===== src/rtl/cpu_pkg.sv =====
// Shared CPU front-end types: fetch FSM encoding and fetch defaults.
package cpu_pkg;

    typedef enum logic [1:0] {
        S_IDLE = 2'd0,
        S_REQ  = 2'd1,
        S_DROP = 2'd2
    } fetch_state_t;

    localparam logic [31:0] RESET_PC_DEFAULT = 32'h0;
    localparam int FETCH_DEPTH_DEFAULT = 2;

    function automatic logic [31:0] word_align(input logic [31:0] a);
        return {a[31:2], 2'b00};
    endfunction

endpackage


===== src/rtl/m_ifetch_fifo.sv =====
// Prefetch buffer: DEPTH x {pc, word} FIFO with flush.
module m_ifetch_fifo #(
    parameter int DEPTH = 2,
    parameter int CW = $clog2(DEPTH + 1)
) (
    input  logic          clk,
    input  logic          rst_n,
    input  logic          push,
    input  logic          pop,
    input  logic          flush,
    input  logic [63:0]   entry,
    output logic [63:0]   head,
    output logic [CW-1:0] count
);

    localparam int PW = $clog2(DEPTH);
    localparam logic [PW-1:0] LAST = PW'(DEPTH - 1);

    logic [63:0]   mem [DEPTH];
    logic [PW-1:0] rd_ptr;
    logic [PW-1:0] wr_ptr;
    logic          do_push;
    logic          do_pop;

    function automatic logic [PW-1:0] bump(input logic [PW-1:0] p);
        return (p == LAST) ? '0 : p + PW'(1);
    endfunction

    assign do_pop  = pop && (count != '0);
    // A full buffer still accepts a push when the head leaves this cycle.
    assign do_push = push && ((count != CW'(DEPTH)) || do_pop);
    assign head    = mem[rd_ptr];

    always_ff @(posedge clk) begin
        if (rst_n && !flush && do_push) begin
            mem[wr_ptr] <= entry;
        end
    end

    always_ff @(posedge clk) begin
        if (!rst_n || flush) begin
            rd_ptr <= '0;
            wr_ptr <= '0;
            count  <= '0;
        end else begin
            if (do_push) begin
                wr_ptr <= bump(wr_ptr);
            end
            if (do_pop) begin
                rd_ptr <= bump(rd_ptr);
            end
            count <= count + CW'(do_push) - CW'(do_pop);
        end
    end

endmodule


===== src/rtl/m_ifetch.sv =====
// Instruction fetch: one outstanding memory request, credit-checked
// against a small prefetch buffer, with redirect flush and drop.
module m_ifetch
    import cpu_pkg::*;
#(
    parameter logic [31:0] RESET_PC = RESET_PC_DEFAULT,
    parameter int DEPTH = FETCH_DEPTH_DEFAULT
) (
    input  logic        w_clk,
    input  logic        w_rst_n,
    output logic        w_imem_req,
    output logic [31:0] w_imem_addr,
    input  logic        w_imem_ack,
    input  logic [31:0] w_imem_data,
    output logic        w_inst_valid,
    output logic [31:0] w_inst,
    output logic [31:0] w_inst_pc,
    input  logic        w_inst_ready,
    input  logic        w_redirect,
    input  logic [31:0] w_redirect_pc
);

    localparam int CW = $clog2(DEPTH + 1);

    fetch_state_t  state;
    fetch_state_t  state_n;
    logic [31:0]   pc;
    logic [31:0]   pc_n;
    logic [31:0]   addr;
    logic [31:0]   addr_n;
    logic [CW-1:0] count;
    logic [CW-1:0] occ_n;
    logic [63:0]   head;
    logic          kept;
    logic          pop;
    logic          room;

    assign w_imem_req   = (state != S_IDLE);
    assign w_imem_addr  = addr;
    assign w_inst_valid = (count != '0);
    assign w_inst_pc    = head[63:32];
    assign w_inst       = head[31:0];

    // Redirect wins over both push and pop.
    assign kept  = w_imem_req && w_imem_ack && (state == S_REQ)
                   && !w_redirect;
    assign pop   = w_inst_valid && w_inst_ready && !w_redirect;
    assign occ_n = w_redirect ? '0 : count + CW'(kept) - CW'(pop);
    assign room  = occ_n < CW'(DEPTH);

    // pc is the next address to request; it equals addr while in REQ.
    assign pc_n = w_redirect ? word_align(w_redirect_pc)
                : kept       ? addr + 32'd4
                :              pc;

    always_comb begin
        state_n = state;
        addr_n  = addr;
        unique case (state)
            S_IDLE: begin
                if (room) begin
                    state_n = S_REQ;
                    addr_n  = pc_n;
                end
            end
            S_REQ, S_DROP: begin
                if (w_imem_ack) begin
                    state_n = room ? S_REQ : S_IDLE;
                    addr_n  = pc_n;
                end else if (w_redirect) begin
                    state_n = S_DROP;
                end
            end
            default: state_n = S_IDLE;
        endcase
    end

    always_ff @(posedge w_clk) begin
        if (!w_rst_n) begin
            state <= S_IDLE;
            pc    <= RESET_PC;
            addr  <= RESET_PC;
        end else begin
            state <= state_n;
            pc    <= pc_n;
            addr  <= addr_n;
        end
    end

    m_ifetch_fifo #(
        .DEPTH (DEPTH)
    ) u_fifo (
        .clk   (w_clk),
        .rst_n (w_rst_n),
        .push  (kept),
        .pop   (pop),
        .flush (w_redirect),
        .entry ({addr, w_imem_data}),
        .head  (head),
        .count (count)
    );

endmodule


===== config.mk =====
export PLATFORM = sky130hd
export DESIGN_NAME = m_ifetch
export DESIGN_NICKNAME = d
export VERILOG_FILES = /design/src/rtl/cpu_pkg.sv /design/src/rtl/m_ifetch_fifo.sv /design/src/rtl/m_ifetch.sv
export SDC_FILE = /design/constraint.sdc
export NUM_CORES = 1
export LEC_CHECK = 0
export ABC_AREA = 1
export CAP_MARGIN = 25
export CORE_UTILIZATION = 53
export CTS_CLUSTER_DIAMETER = 120
export DETAILED_ROUTE_END_ITERATION = 16
export PLACE_DENSITY = 0.82
export SETUP_SLACK_MARGIN = 0.1
export SLEW_MARGIN = 20
export SYNTH_ARGS = -nofsm -noshare
export SYNTH_HDL_FRONTEND = slang
export SYNTH_HIERARCHICAL = 1
export SYNTH_SLANG_ARGS = --single-unit

===== constraint.sdc =====
create_clock -name w_clk -period 6.2 [get_ports w_clk]
set_clock_uncertainty 0.2 [all_clocks]
set_input_delay 1.24 -clock w_clk [delete_from_list [all_inputs] [get_ports w_clk]]
set_output_delay 1.24 -clock w_clk [all_outputs]
set_load 0.01 [all_outputs]

==> flow_summary.json <==
{
  "hold_class": "register to register",
  "ctsHoldBuffers": 0,
  "holdPathStages": 0,
  "drive_gt1_share_pct": 12.8,
  "grt_max_degree": 48,
  "min_period_over_period_pct": 66.7,
  "busiest_layer": "met2",
  "core-area_um2": 16600,
  "place_ws_ns": 1.65,
  "post_cts_buffers": 0,
  "diodes": 0,
  "clockBufferDepth": 2,
  "r2r-start": "state[0]",
  "path_max_fanout": 33,
  "met3_usage_pct": 4.14,
  "die_w_um": 132,
  "synth_warnings": 6,
  "antenna_found_initial": 0,
  "die_height_um": 132,
  "peakVddDrop_mv": 0.202,
  "hp-start": "w_imem_addr[1]",
  "nets": 1101,
  "worstSetupStartpointType": "primary input",
  "cts.reportedPaths.clkPinSlew_ns": 0.07,
  "cp.arrival_ns": 4.27,
  "cts_tree": "yes",
  "ys.flop_type": "edfxtp_1",
  "synth-seq-cells": 199,
  "dpl_cell_area_um2": 10800,
  "numPortBuffers": 164,
  "met1_usage_pct": 28.4,
  "grt_pass1_vias": 6245,
  "vias_per_cell": 5.05,
  "gp_congestion": 0.872,
  "path_class": "primary input to register",
  "cts_resized": 0,
  "ys_seq_area_share_pct": 58.4,
  "p_per_area_nw_per_um2": 258,
  "cts-root-buf": "clkbuf_16",
  "insertion_delay_ns": 0.43,
  "tightest_slew_ns": 0.892,
  "track_usage_pct": 22.7,
  "final_common_cell": "nand2_1",
  "design.die.area_um2": 17500,
  "hpwlAfterDp_mm": 12.7,
  "row_count": 47,
  "cts-buffers-inserted": 17,
  "max_freq_mhz": 242,
  "maxSlewViolCount": 0,
  "total_power_mw": 2.94,
  "required_ns": 6.33,
  "rr_worst_depth": 13,
  "rsz0062_at_grt": "no",
  "fin_cells": 1258,
  "start_util_pct": 54.4,
  "wl_per_cell_um": 15.1,
  "synth_nets": 939,
  "setup_viol": 0,
  "drtIter0Drc": 284,
  "rr_endpoint": "w_imem_addr[24]",
  "drv_cap": 0,
  "synthArstFlopShare_pct": 0,
  "period_minus_slack_ns": 4.14,
  "final_cell_mix": "241 x nand2_1, 164 x clkdlybuf4s50_1, 128 x edfxtp_1",
  "final_area_um2": 11400,
  "num_vias": 6351,
  "grt_first_pass_wirelength_mm": 31.2,
  "drt_pass1_iterations": 6,
  "clock-sinks": 199,
  "maxSlewHeadroom_pct": 40.4,
  "dp.cells": 1226,
  "netlist_instances": 863,
  "synth.avg_cell_area_um2": 10.5,
  "setup_tns_ns": 0,
  "cts_htree_levels": 4,
  "end_kind": "register",
  "grt_use_met2_pct": 39.2,
  "ioPinCount": 167,
  "synth.distinct_cells": 36,
  "grt_overflow": 0,
  "rrSetupSlack_ns": 3.10,
  "drcViolationCount": 0,
  "leakage_nw": 4.53,
  "syn_area_um2": 9020,
  "final-hold-violation-count": 0,
  "area_growth_pct": 26.5,
  "fin_ws_ns": 2.06,
  "status": "finished clean",
  "finalWirelength_mm": 19.0,
  "ant_nets": 0,
  "whs_endpoint": "u_fifo/mem[0][33]",
  "synth_edf_count": 128
}
-- cell families after synthesis --
group / after synthesis / share of synthesized area (%)
compound gates: 68 / 4.01
xor+xnor: 14 / 1.36
fa+ha+maj: 7 / 0.971
buf+inv: 123 / 6.74
flops: 199 / 58.4
mux: 64 / 10.5
simple gates: 388 / 18.0
-- critical path, cell delays in order --
cell	delay, ns
clkdlybuf4s50_1	0.39
buf_4	0.26
inv_2	0.35
nand4_4	0.39
ha_1	0.37
xor2_1	0.15
nand3_1	0.12
nand4_2	0.12
nand2_2	0.07
inv_2	0.49
nand3_1	0.17
nand2_1	0.09
inv_1	0.03
-- worst max-delay path by stage --
stage                     depth (start not counted)          endpoint       start  slack, ns
after floorplan                                   8  u_fifo/mem[1][0]  w_redirect       0.72
after global placement                           10  u_fifo/mem[0][4]  w_redirect       1.66
after detailed placement                         13   w_imem_addr[24]  w_redirect       1.65
after CTS                                         3     w_inst_pc[15]    register       2.02
after global routing                             13   w_imem_addr[26]  w_redirect       1.76
final                                            13   w_imem_addr[24]  w_redirect       2.06
-- metrics by stage --
| step | hold slack [ns] | utilization, % |
|---|---|---|
| CTS | 0.289 | 68.8 |
| detailed placement | 0.271 | 65.0 |
| global route | 0.307 | 68.8 |
| floorplan | 0.244 | - |
| finish | 0.295 | 68.8 |
| global placement | 0.257 | 64.9 |
-- synthesized netlist by cell type, types with 4 or more instances --
| cell type | count | share of area [%] |
|---|---|---|
| mux2_2 | 4 | 0.50 |
| nor2_2 | 6 | 0.42 |
| buf_4 | 5 | 0.42 |
| o21ai_1 | 7 | 0.39 |
| xor2_1 | 10 | 0.97 |
| nor2_4 | 5 | 0.62 |
| mux2_4 | 60 | 10 |
| a21oi_1 | 47 | 2.6 |
| nand2_1 | 241 | 10 |
| inv_1 | 90 | 3.7 |
| buf_2 | 6 | 0.33 |
| clkbuf_1 | 10 | 0.42 |
| xnor2_1 | 4 | 0.39 |
| nand3_1 | 46 | 2.6 |
| o21ai_0 | 8 | 0.44 |
| dfxtp_1 | 71 | 16 |
| ha_1 | 7 | 0.97 |
| nor2_1 | 77 | 3.2 |
| buf_12 | 6 | 1.3 |
| edfxtp_1 | 128 | 43 |
-- sequential cells by signal, summed over array words and instances (netlist names), named ones only --
name           count
w_imem_addr       32
u_fifo/wr_ptr      1
u_fifo/rd_ptr      1
u_fifo/mem       128
u_fifo/count       2
pc                32
state              2
-- per-layer routing --
metal	share of wire, %	wire [um]	up-vias
li1	-	-	3161
met1	42	8050	2944
met2	50	9510	222
met3	6.4	1210	24
met4	1.3	255	0
met5	0	0	-
-- final cells by class --
| class | count | area [um^2] |
|---|---|---|
| Inverter | 93 | 349 |
| Clock buffer | 17 | 425 |
| Multi-Input combinational cell | 541 | 3150 |
| Tap cell | 220 | 275 |
| Clock inverter | 15 | 204 |
| Sequential cell | 199 | 5270 |
| Timing Repair Buffer | 173 | 1730 |
| Fill cell | 1246 | 5170 |
-- report_power, final --
part           total (mW)  internal (mW)  leakage, nW  switching (mW)
clock                1.16          0.653        0.307           0.510
combinational       0.277          0.133         2.47           0.144
sequential           1.50           1.45         1.75          0.0506
total                2.94           2.24         4.53           0.704
No activity file was read; power rests on OpenSTA's default activity.
